--- src/rtl/audio_dac.sv ---
// audio_dac: serializes stereo PCM pairs MSB-first onto the codec DAC line, clocked by AUD_BCLK.
// Build option AUDIO_DAC_REPEAT_ON_UNDERRUN_EN: on underrun, repeat the last pair instead of sending silence.
module audio_dac #(
  parameter int DATA_WIDTH = 32
) (
  input  logic                  AUD_BCLK,
  input  logic                  rst,
  input  logic                  AUD_DACLRCK,
  input  logic                  sample_valid,
  input  logic [DATA_WIDTH-1:0] left_sample,
  input  logic [DATA_WIDTH-1:0] right_sample,
  output logic                  sample_ready,
  output logic                  AUD_DACDAT,
  output logic                  frame_done,
  output logic                  underrun
);

  localparam int               CNT_W    = $clog2(DATA_WIDTH + 1);
  localparam logic [CNT_W-1:0] CNT_ONE  = CNT_W'(1);
  localparam logic [CNT_W-1:0] CNT_FULL = CNT_W'(DATA_WIDTH);

  typedef enum logic [1:0] {
    IDLE  = 2'd0,
    LEFT  = 2'd1,
    RIGHT = 2'd2
  } state_e;

  state_e                  state_q, state_d;
  logic                    lrck_q;
  logic                    hold_full_q, hold_full_d;
  logic [DATA_WIDTH-1:0]   hold_left_q, hold_left_d;
  logic [DATA_WIDTH-1:0]   hold_right_q, hold_right_d;
  logic [DATA_WIDTH-1:0]   active_left_q, active_left_d;
  logic [DATA_WIDTH-1:0]   active_right_q, active_right_d;
  logic [DATA_WIDTH-1:0]   shift_q, shift_d;
  logic [CNT_W-1:0]        cnt_q, cnt_d;
  logic                    dat_q, dat_d;
  logic                    frame_done_q, frame_done_d;
  logic                    underrun_q, underrun_d;

  logic rise;
  logic fall;
  logic accept;
  logic right_start;

  assign rise         = AUD_DACLRCK & ~lrck_q;
  assign fall         = ~AUD_DACLRCK & lrck_q;
  assign sample_ready = ~hold_full_q;
  assign accept       = sample_valid & ~hold_full_q;
  // A fall seen before the first left slot is ignored; only a running frame has a right slot.
  assign right_start  = fall & (state_q != IDLE);

  assign AUD_DACDAT = dat_q;
  assign frame_done = frame_done_q;
  assign underrun   = underrun_q;

  // NOTE: every signal driven here gets a default first, so no path can infer a latch.
  always_comb begin
    state_d = state_q;
    case (state_q)
      IDLE:    if (rise) state_d = LEFT;
      LEFT:    if (rise) state_d = LEFT;  else if (fall) state_d = RIGHT;
      RIGHT:   if (rise) state_d = LEFT;  else if (fall) state_d = RIGHT;
      default: state_d = IDLE;
    endcase
  end

  always_comb begin
    hold_full_d    = hold_full_q;
    hold_left_d    = hold_left_q;
    hold_right_d   = hold_right_q;
    active_left_d  = active_left_q;
    active_right_d = active_right_q;
    shift_d        = shift_q;
    cnt_d          = cnt_q;
    dat_d          = dat_q;
    frame_done_d   = 1'b0;
    underrun_d     = 1'b0;

    if (rise) begin
      if (hold_full_q) begin
        active_left_d  = hold_left_q;
        active_right_d = hold_right_q;
        hold_full_d    = 1'b0;
      end else begin
`ifdef AUDIO_DAC_REPEAT_ON_UNDERRUN_EN
        active_left_d  = active_left_q;
        active_right_d = active_right_q;
`else
        active_left_d  = '0;
        active_right_d = '0;
`endif
        underrun_d = 1'b1;
      end
      shift_d      = active_left_d;
      dat_d        = active_left_d[DATA_WIDTH-1];
      cnt_d        = CNT_ONE;
      frame_done_d = 1'b1;
    end else if (right_start) begin
      shift_d = active_right_q;
      dat_d   = active_right_q[DATA_WIDTH-1];
      cnt_d   = CNT_ONE;
    end else if (state_q == IDLE) begin
      dat_d = 1'b0;
    end else if (cnt_q < CNT_FULL) begin
      shift_d = shift_q << 1;
      dat_d   = shift_q[DATA_WIDTH-2];
      cnt_d   = cnt_q + CNT_ONE;
    end else begin
      dat_d = 1'b0;
    end

    // A pair arriving on a starved left-slot start lands in hold and plays next frame.
    if (accept) begin
      hold_full_d  = 1'b1;
      hold_left_d  = left_sample;
      hold_right_d = right_sample;
    end
  end

  // NOTE: sequential state uses non-blocking assignments so all flops update from pre-edge values.
  always_ff @(posedge AUD_BCLK) begin
    if (rst) begin
      state_q        <= IDLE;
      lrck_q         <= 1'b0;
      hold_full_q    <= 1'b0;
      active_left_q  <= '0;
      active_right_q <= '0;
      cnt_q          <= '0;
      dat_q          <= 1'b0;
      frame_done_q   <= 1'b0;
      underrun_q     <= 1'b0;
    end else begin
      state_q        <= state_d;
      lrck_q         <= AUD_DACLRCK;
      hold_full_q    <= hold_full_d;
      active_left_q  <= active_left_d;
      active_right_q <= active_right_d;
      cnt_q          <= cnt_d;
      dat_q          <= dat_d;
      frame_done_q   <= frame_done_d;
      underrun_q     <= underrun_d;
    end
  end

  // NOTE: pure data registers carry no reset; hold_full_q and the slot logic gate every use of them.
  always_ff @(posedge AUD_BCLK) begin
    hold_left_q  <= hold_left_d;
    hold_right_q <= hold_right_d;
    shift_q      <= shift_d;
  end

endmodule

--- config.mk ---
export PLATFORM = sky130hd
export DESIGN_NAME = audio_dac
export DESIGN_NICKNAME = d
export VERILOG_FILES = /design/src/rtl/audio_dac.sv
export SDC_FILE = /design/constraint.sdc
export NUM_CORES = 1
export LEC_CHECK = 0
export CORE_MARGIN = 2
export CORE_UTILIZATION = 54
export CTS_CLUSTER_DIAMETER = 50
export DETAILED_ROUTE_END_ITERATION = 12
export GPL_ROUTABILITY_DRIVEN = 1
export PLACE_DENSITY = 0.79
export SYNTH_ARGS = -nofsm -noshare
export SYNTH_HDL_FRONTEND = slang
export SYNTH_SLANG_ARGS = --single-unit
export TNS_END_PERCENT = 1
--- constraint.sdc ---
create_clock -name AUD_BCLK -period 5 [get_ports AUD_BCLK]
set_clock_uncertainty 0.2 [all_clocks]
set_input_delay 1 -clock AUD_BCLK [delete_from_list [all_inputs] [get_ports AUD_BCLK]]
set_output_delay 1 -clock AUD_BCLK [all_outputs]
set_load 0.02 [all_outputs]
---- Word level (Yosys, flattened, before mapping) ----
Index checks and enable logic that the tools add are counted.
word-level totals
  input port bits ......................... 68
  register bits ........................... 140
operators by class
  mux-type cells .......................... 22
  magnitude comparators ................... 1
  add/subtract/negate cells ............... 1
  equality and inequality tests ........... 5
  reduce and logical (&&, ||, !) cells .... 10
  bitwise logic cells ..................... 9
operators with widths
  cell                                                 number
  2-to-1 mux 31 bit                                    4
  2-to-1 mux 32 bit                                    2
  2-to-1 mux 1 bit                                     12
  adder 6 x 1 -> 6 bit, second input constant          1
  < comparator 6 bit, second input constant            1
  2-to-1 mux 2 bit                                     3
  AND reduction 2 bit                                  3
  inverter 1 bit                                       5
  bitwise AND 1 bit                                    4
  one-hot mux 2 bit (2 select lines)                   1
  nonzero test 2 bit                                   2
  OR reduction 2 bit                                   2
  != test 3 x 1 -> 1 bit, second input constant        1
  != test 3 bit, second input constant                 1
  nonzero test 3 bit                                   1
  OR reduction 3 bit                                   1
  equality test 2 x 1 -> 1 bit, second input constant  1
  equality test 2 bit, second input constant           1
  logical NOT 2 bit                                    1
  != test 2 bit, second input constant                 1

---- Depth between registers and ports, before layout ----
Gate-level depths: netlist of the first run.
  depth after elaboration ................. 5
  gate-level depth with buffers ........... 7
  depth with buffers taken out ............ 5

---- Worst setup path before layout of the first run ----
No wires, ideal clock.
  path type ............................... input-to-reg
  start point ............................. input port sample_valid
  end point ............................... register hold_left_q[0] (enable)
  library setup time ...................... 494 ps
  arrival time ............................ 3814 ps
  data required time ...................... 4306 ps
  cell stages on the path ................. 1
  path slack .............................. 492 ps
  cells stage by stage .................... nor2b_1
on the way
  cells in the longest elaborated chain, start to end .. 1
RTL lines
  item                  line  RTL
  from (decl)           9     input logic sample_valid,
  bitwise AND 1 bit     49    assign accept = sample_valid & ~hold_full_q;
  to (signal assigned)  148   hold_left_q <= hold_left_d;
  to (decl)             31    logic [DATA_WIDTH-1:0] hold_left_q, hold_left_d;
Every way passes these cells.
A chain may end at the register's enable or synchronous reset.

---- Worst setup path in the final report of the first run ----
  start point ............................. input port AUD_DACLRCK
  end point ............................... register shift_q[4] (data pin)
on the way
  cells in the longest elaborated chain, start to end .. 5
RTL lines
  item                  line  RTL
  from (decl)           8     input logic AUD_DACLRCK,
  inverter 1 bit        47    assign fall = ~AUD_DACLRCK & lrck_q;
  bitwise AND 1 bit     47
  bitwise AND 1 bit     51    assign right_start = fall & (state_q != IDLE);
  2-to-1 mux 31 bit     99    end else if (right_start) begin
  2-to-1 mux 31 bit *   80    if (rise) begin
  via shift_d[4]        35    logic [DATA_WIDTH-1:0] shift_q, shift_d;
  to (signal assigned)  150   shift_q <= shift_d;
  to (decl)             35
Mark *: on every way through the listed nets, which the timed path passes. The rest lies on a longest branch.

==> results.cfg, run 1 <==
[synth]
synth_cell_types = 39
synth-async-reset-ratio_pct = 0
synth-xor-area-share_pct = 0.1696
yosys_warnings = 0
synthFlopType = edfxtp_1
syn_area_per_cell_um2 = 15.15
synth-adder-area-share_pct = 0.9690
muxShareOfSynthArea_pct = 5.814
synth-seq-cells = 140
yosys.area.top_type = edfxtp_1
synth_area_leaders = edfxtp_1, dfxtp_1, mux2i_1
synth_simple_gate_area_share_pct = 6.686
synth_cells = 341
netlist_area_um2 = 5165
synthTopCellsByCount = edfxtp_1, dfxtp_1, a22o_1, nand3_1, o21ai_1
synth_top_family_by_area = compound AO/OA/AOI/OAI gates
synth_nets = 413
yosys.area.top_type_share_pct = 55.23
synth_most_common_cell = edfxtp_1
synth_edf_count = 95
seq_area_frac_synth_pct = 72.67
synth_compound_area_share_pct = 10.63

[die]
io_pins = 72
core_um2 = 9240
dieArea_um2 = 10360
die_y_um = 101.8
rows = 35
die_x_um = 101.8
start_util_pct = 55.90

[timing]
rsz0062_at_grt = false
fin_setup_tns_ns = 0
hold_viol = 0
fmax_ghz = 0.3126
tightest_slew_ns = 0.9251
hold_slack_ns = 0.2503
slew_viol_final = 0
fin_crit_sh_pct = 63.98
relSlewSlack_pct = 38.26
fin_crit_ns = 3.199
setup_violations = 0

[setup_path]
regToRegSetupSlack_ns = 2.14
startpoint_type = input pin
worstPathArrival_ns = 3.23
reg2reg_depth = 6
critPathRequiredTime_ns = 5.03
path_max_fanout = 18
path_class = in -> reg
cp-end-kind = flop
r2r-start = state_q[0]$_SDFFE_PP0P_
rr_endpoint = shift_q[4]$_DFFE_PP_

[pwr]
p_clk_share_pct = 43.6
power_frac_comb_pct = 6.9
p_leak_nw = 2.244
power_switching_mw = 0.6149
switching_share_pct = 22.29
seqPwrFrac_pct = 49.5
p_int_mw = 2.144
finalPower_mw = 2.759
powerDensity_nw_per_um2 = 422.1
vdd_ir_drop_max_uv = 251.1

[finish]
nNetsFinal = 487
syn_to_final_growth_pct = 26.55
drive_above_1_share_pct = 10.75
finalCoreUtilization_pct = 70.74
antennaDiodeCount = 0

[routing]
drc = 0
via_count = 3080
drt_iter0_drc = 177
final_antenna_net_count = 0
via_per_inst = 5.530
wl_per_cell_um = 17.24
drtPass1Iterations = 6
routed_wl_mm = 9.600

[clock_network]
clk_pin_slew_ns = 0.06
cts-root-buf = clkbuf_8
cts_tree = yes
holdBufCountCts = 0
numCtsBuffers = 17
h-tree-depth = 4
clock_path_buffers = 2
post_cts_resized = 0
post_cts_buffers = 0
insertion_delay_ns = 0.52
cts_sinks = 140

[global_routing]
grt_pass1_wl_mm = 15.26
grt_util_all_layers_pct = 19.74
overflow = 0
grt_max_degree = 70
antenna_found_initial = 0
grt_pass1_vias = 3155

[placement]
gp_congestion = 0.7511
port_buffers = 71
place_hpwl_mm = 5.869

[hold_path]
hp-class = reg -> reg
min_path_cells = 1
hold_path_startpoint = hold_right_q[27]$_DFFE_PP_
hold_path_end = active_right_q[27]$_SDFFE_PP0P_

[run_status]
status = finished clean

[job]
cap_violations = 0
layout make-up:
class / instances / area [um^2]
sequential: 140 / 3754
inverter: 5 / 18.77
multi-input combinational: 173 / 1261
clock inverter: 15 / 163.9
timing repair buffer: 78 / 763.2
fill: 618 / 2704
clock buffer: 17 / 414.1
tap: 129 / 161.4
power by group through the flow:
stage	Combinational [mW]	Clock [mW]	Sequential, mW
global placement	0.182	0	1.39
floorplan	0.106	0	1.38
finish	0.191	1.20	1.37
detailed placement	0.191	0	1.39
global route	0.209	1.26	1.37
CTS	0.193	1.22	1.37
state kept, by name, summed over array words and instances (netlist names):
| signal | flops |
|---|---|
| underrun | 1 |
| hold_left_q | 32 |
| lrck_q | 1 |
| hold_right_q | 32 |
| state_q | 2 |
| shift_q | 31 |
| cnt_q | 6 |
| active_right_q | 32 |
| hold_full_q | 1 |
| frame_done | 1 |
| AUD_DACDAT | 1 |
kinds of logic after synthesis:
group,count (synthesis)
xor gates and xnor gates,1
DFF,140
adders and majority gates,4
and+or+nand+nor,60
buffers and inverters,28
muxes,30
AOI/OAI and AO/OA,78
worst max path at each step:
stage	depth (start not counted)	slack, ns	to	startpoint
final	5	1.80	shift_q[4]$_DFFE_PP_	AUD_DACLRCK
after global placement	5	1.44	shift_q[30]$_DFFE_PP_	AUD_DACLRCK
after floorplan	1	0.49	hold_left_q[0]$_DFFE_PP_	sample_valid
after global routing	5	1.73	shift_q[4]$_DFFE_PP_	AUD_DACLRCK
after CTS	5	1.83	shift_q[4]$_DFFE_PP_	AUD_DACLRCK
after detailed placement	5	1.28	shift_q[4]$_DFFE_PP_	AUD_DACLRCK
metal layers:
layer	wire [um]	global-route usage [%]	up-vias
met2	5120	33.40	79
met5	0	0	-
li1	-	-	1470
met4	104	8.940	0
met1	3942	23.98	1522
met3	432	4.831	9
critical path, stage by stage:
cell             delay (ns)
clkdlybuf4s50_1        0.55
nor3b_4                0.83
buf_4                  0.45
mux2i_1                0.29
o21ai_1                0.09
per-stage QoR:
step	cell area (um^2)	worst slack (ns)	cells
2_1_floorplan	5165	0.4916	341
3_3_place_gp	5958	1.437	525
3_5_place_dp	5958	1.284	525
4_1_cts	6536	1.829	557
5_1_grt	6536	1.732	557
6_report	6536	1.801	557
placed cells by master, fill, tap and decap left out, drive strengths merged, types with 5 or more instances in the layout:
| cell type | n |
|---|---|
| a21oi | 5 |
| a22o | 32 |
| buf | 7 |
| clkbuf | 17 |
| clkdlybuf4s50 | 71 |
| clkinv | 8 |
| dfxtp | 45 |
| edfxtp | 95 |
| inv | 9 |
| mux2i | 30 |
| nand3 | 32 |
| nor2 | 7 |
| o21ai | 32 |
Note: power is estimated with default switching activity, not from simulation.
==> run 2: changes to the inputs <==
==> constraint.sdc (replaced) <==
create_clock -name AUD_BCLK -period 3 [get_ports AUD_BCLK]
set_clock_uncertainty 0.2 [all_clocks]
set_input_delay 0.6 -clock AUD_BCLK [delete_from_list [all_inputs] [get_ports AUD_BCLK]]
set_output_delay 0.6 -clock AUD_BCLK [all_outputs]
set_load 0.02 [all_outputs]
==> results.cfg, run 2 (synthesis results as in run 1) <==
[setup_path]
worst_path_largest_cell_delay_ns = 0.60
path_max_fanout = 2
path_class = reg -> out
slowest_stage = clkdlybuf4s50_1
r2r-start = state_q[0]$_SDFFE_PP0P_
critPathRequiredTime_ns = 2.20
cp_cell_sequence = inv_1 -> clkdlybuf4s50_1
startpoint_type = flop
rr_endpoint = shift_q[4]$_DFFE_PP_
regToRegSetupSlack_ns = 0.92
reg2reg_depth = 6
worstPathArrival_ns = 1.46
cp-end-kind = primary output

[global_routing]
grt_max_degree = 50
grt_util_all_layers_pct = 19.69
overflow = 0
grt_pass1_wl_mm = 15.08
grt_pass1_vias = 3155
antenna_found_initial = 0

[routing]
drt_iter0_drc = 235
wl_per_cell_um = 16.83
via_per_inst = 5.483
final_antenna_net_count = 0
drc = 0
routed_wl_mm = 9.439
via_count = 3076
drtPass1Iterations = 4

[job]
cap_violations = 0

[clock_network]
holdBufCountCts = 0
cts_sinks = 140
h-tree-depth = 4
numCtsBuffers = 17
cts_tree = yes
clk_pin_slew_ns = 0.06
post_cts_resized = 0
clock_path_buffers = 2
cts-root-buf = clkbuf_8
post_cts_buffers = 0
insertion_delay_ns = 0.52

[die]
core_um2 = 9240
start_util_pct = 55.90
io_pins = 72
die_x_um = 101.8
dieArea_um2 = 10360
rows = 35
die_y_um = 101.8

[hold_path]
min_path_cells = 1
hold_path_startpoint = hold_right_q[11]$_DFFE_PP_
hp-class = reg -> reg
hold_path_end = active_right_q[11]$_SDFFE_PP0P_

[finish]
antennaDiodeCount = 0
final_common_cell = edfxtp_1
reg_top3 = active_right_q: 32 flops, hold_left_q: 32 flops, hold_right_q: 32 flops
drive_above_1_share_pct = 11.57
stdcell_area_um2 = 6558
mostFrequentLayoutCells = edfxtp_1, clkdlybuf4s50_1, dfxtp_1
finalCoreUtilization_pct = 70.97
nNetsFinal = 491
syn_to_final_growth_pct = 26.96

[pwr]
p_leak_nw = 2.249
vdd_ir_drop_max_uv = 663.8
powerDensity_nw_per_um2 = 683.9

[timing]
slew_viol_final = 0
tightest_slew_ns = 0.7371
relSlewSlack_pct = 50.81
fmax_ghz = 0.4433
fin_crit_sh_pct = 75.20
hold_slack_ns = 0.2583
fin_crit_ns = 2.256
hold_viol = 0
rsz0062_at_grt = false
fin_setup_tns_ns = 0
setup_violations = 0

[placement]
port_buffers = 71
gp_congestion = 0.7738
place_hpwl_mm = 5.900
place_area_um2 = 6013

[run_status]
status = finished clean
==> run 2: cell count changes in the layout (fill, tap and decap cells not counted), moves of 2 or more <==
| cell | previous run | this run |
|---|---|---|
| clkinv_4 | 5 | 3 |
| clkinvlp_4 | 1 | 3 |
| inv_8 | 1 | 4 |
| buf_12 | 0 | 2 |
| buf_4 | 7 | 9 |
| bufinv_16 | 2 | 0 |
==> run 2: worst max-delay path by stage <==
| stage | start | endpoint | slack (ns) | depth (start not counted) |
|---|---|---|---|---|
| 6_report | hold_full_q$_SDFFE_PP0P_ | sample_ready | 0.74 | 2 |
| 5_1_grt | hold_full_q$_SDFFE_PP0P_ | sample_ready | 0.67 | 2 |
| 4_1_cts | hold_full_q$_SDFFE_PP0P_ | sample_ready | 0.70 | 2 |
| 3_5_place_dp | AUD_DACLRCK | active_right_q[0]$_SDFFE_PP0P_ | 0.42 | 5 |
| 3_3_place_gp | AUD_DACLRCK | active_right_q[28]$_SDFFE_PP0P_ | 0.47 | 5 |
| 2_1_floorplan | sample_valid | hold_left_q[0]$_DFFE_PP_ | 0.09 | 1 |
==> run 2: metrics by stage <==
stage | instances | power (mW) | worst slack [ns]
final | 561 | 4.485 | 0.7440
after global routing | 561 | 4.644 | 0.6678
after CTS | 561 | 4.524 | 0.7032
after detailed placement | 529 | 2.644 | 0.4244
after global placement | 529 | 2.625 | 0.4736
after floorplan | 341 | 2.474 | 0.08897
==> run 2: critical path, delay by kind of cell (launching register included) <==
family	cells	cell delay, ns
buf+inv	2	0.64
flops	1	0.31
==> run 2: routing by layer <==
metal / track usage [%] / up-vias / share of wire [%]
met5: 0 / - / 0
met4: 7.588 / 0 / 1.7
met3: 6.625 / 12 / 5.3
met2: 32.64 / 97 / 53
met1: 23.91 / 1490 / 40
li1: - / 1477 / -
==> run 2: layout make-up <==
| class | count | area, um^2 |
|---|---|---|
| timing repair buffer | 82 | 818.3 |
| multi-input combinational | 173 | 1261 |
| tap | 129 | 161.4 |
| sequential | 140 | 3754 |
| inverter | 5 | 18.77 |
| fill | 605 | 2683 |
| clock inverter | 15 | 130.1 |
| clock buffer | 17 | 414.1 |
==> run 2: power by group <==
group | internal [mW] | switching, mW
logic | 0.161 | 0.170
registers | 2.22 | 0.0469
clock network | 1.04 | 0.839
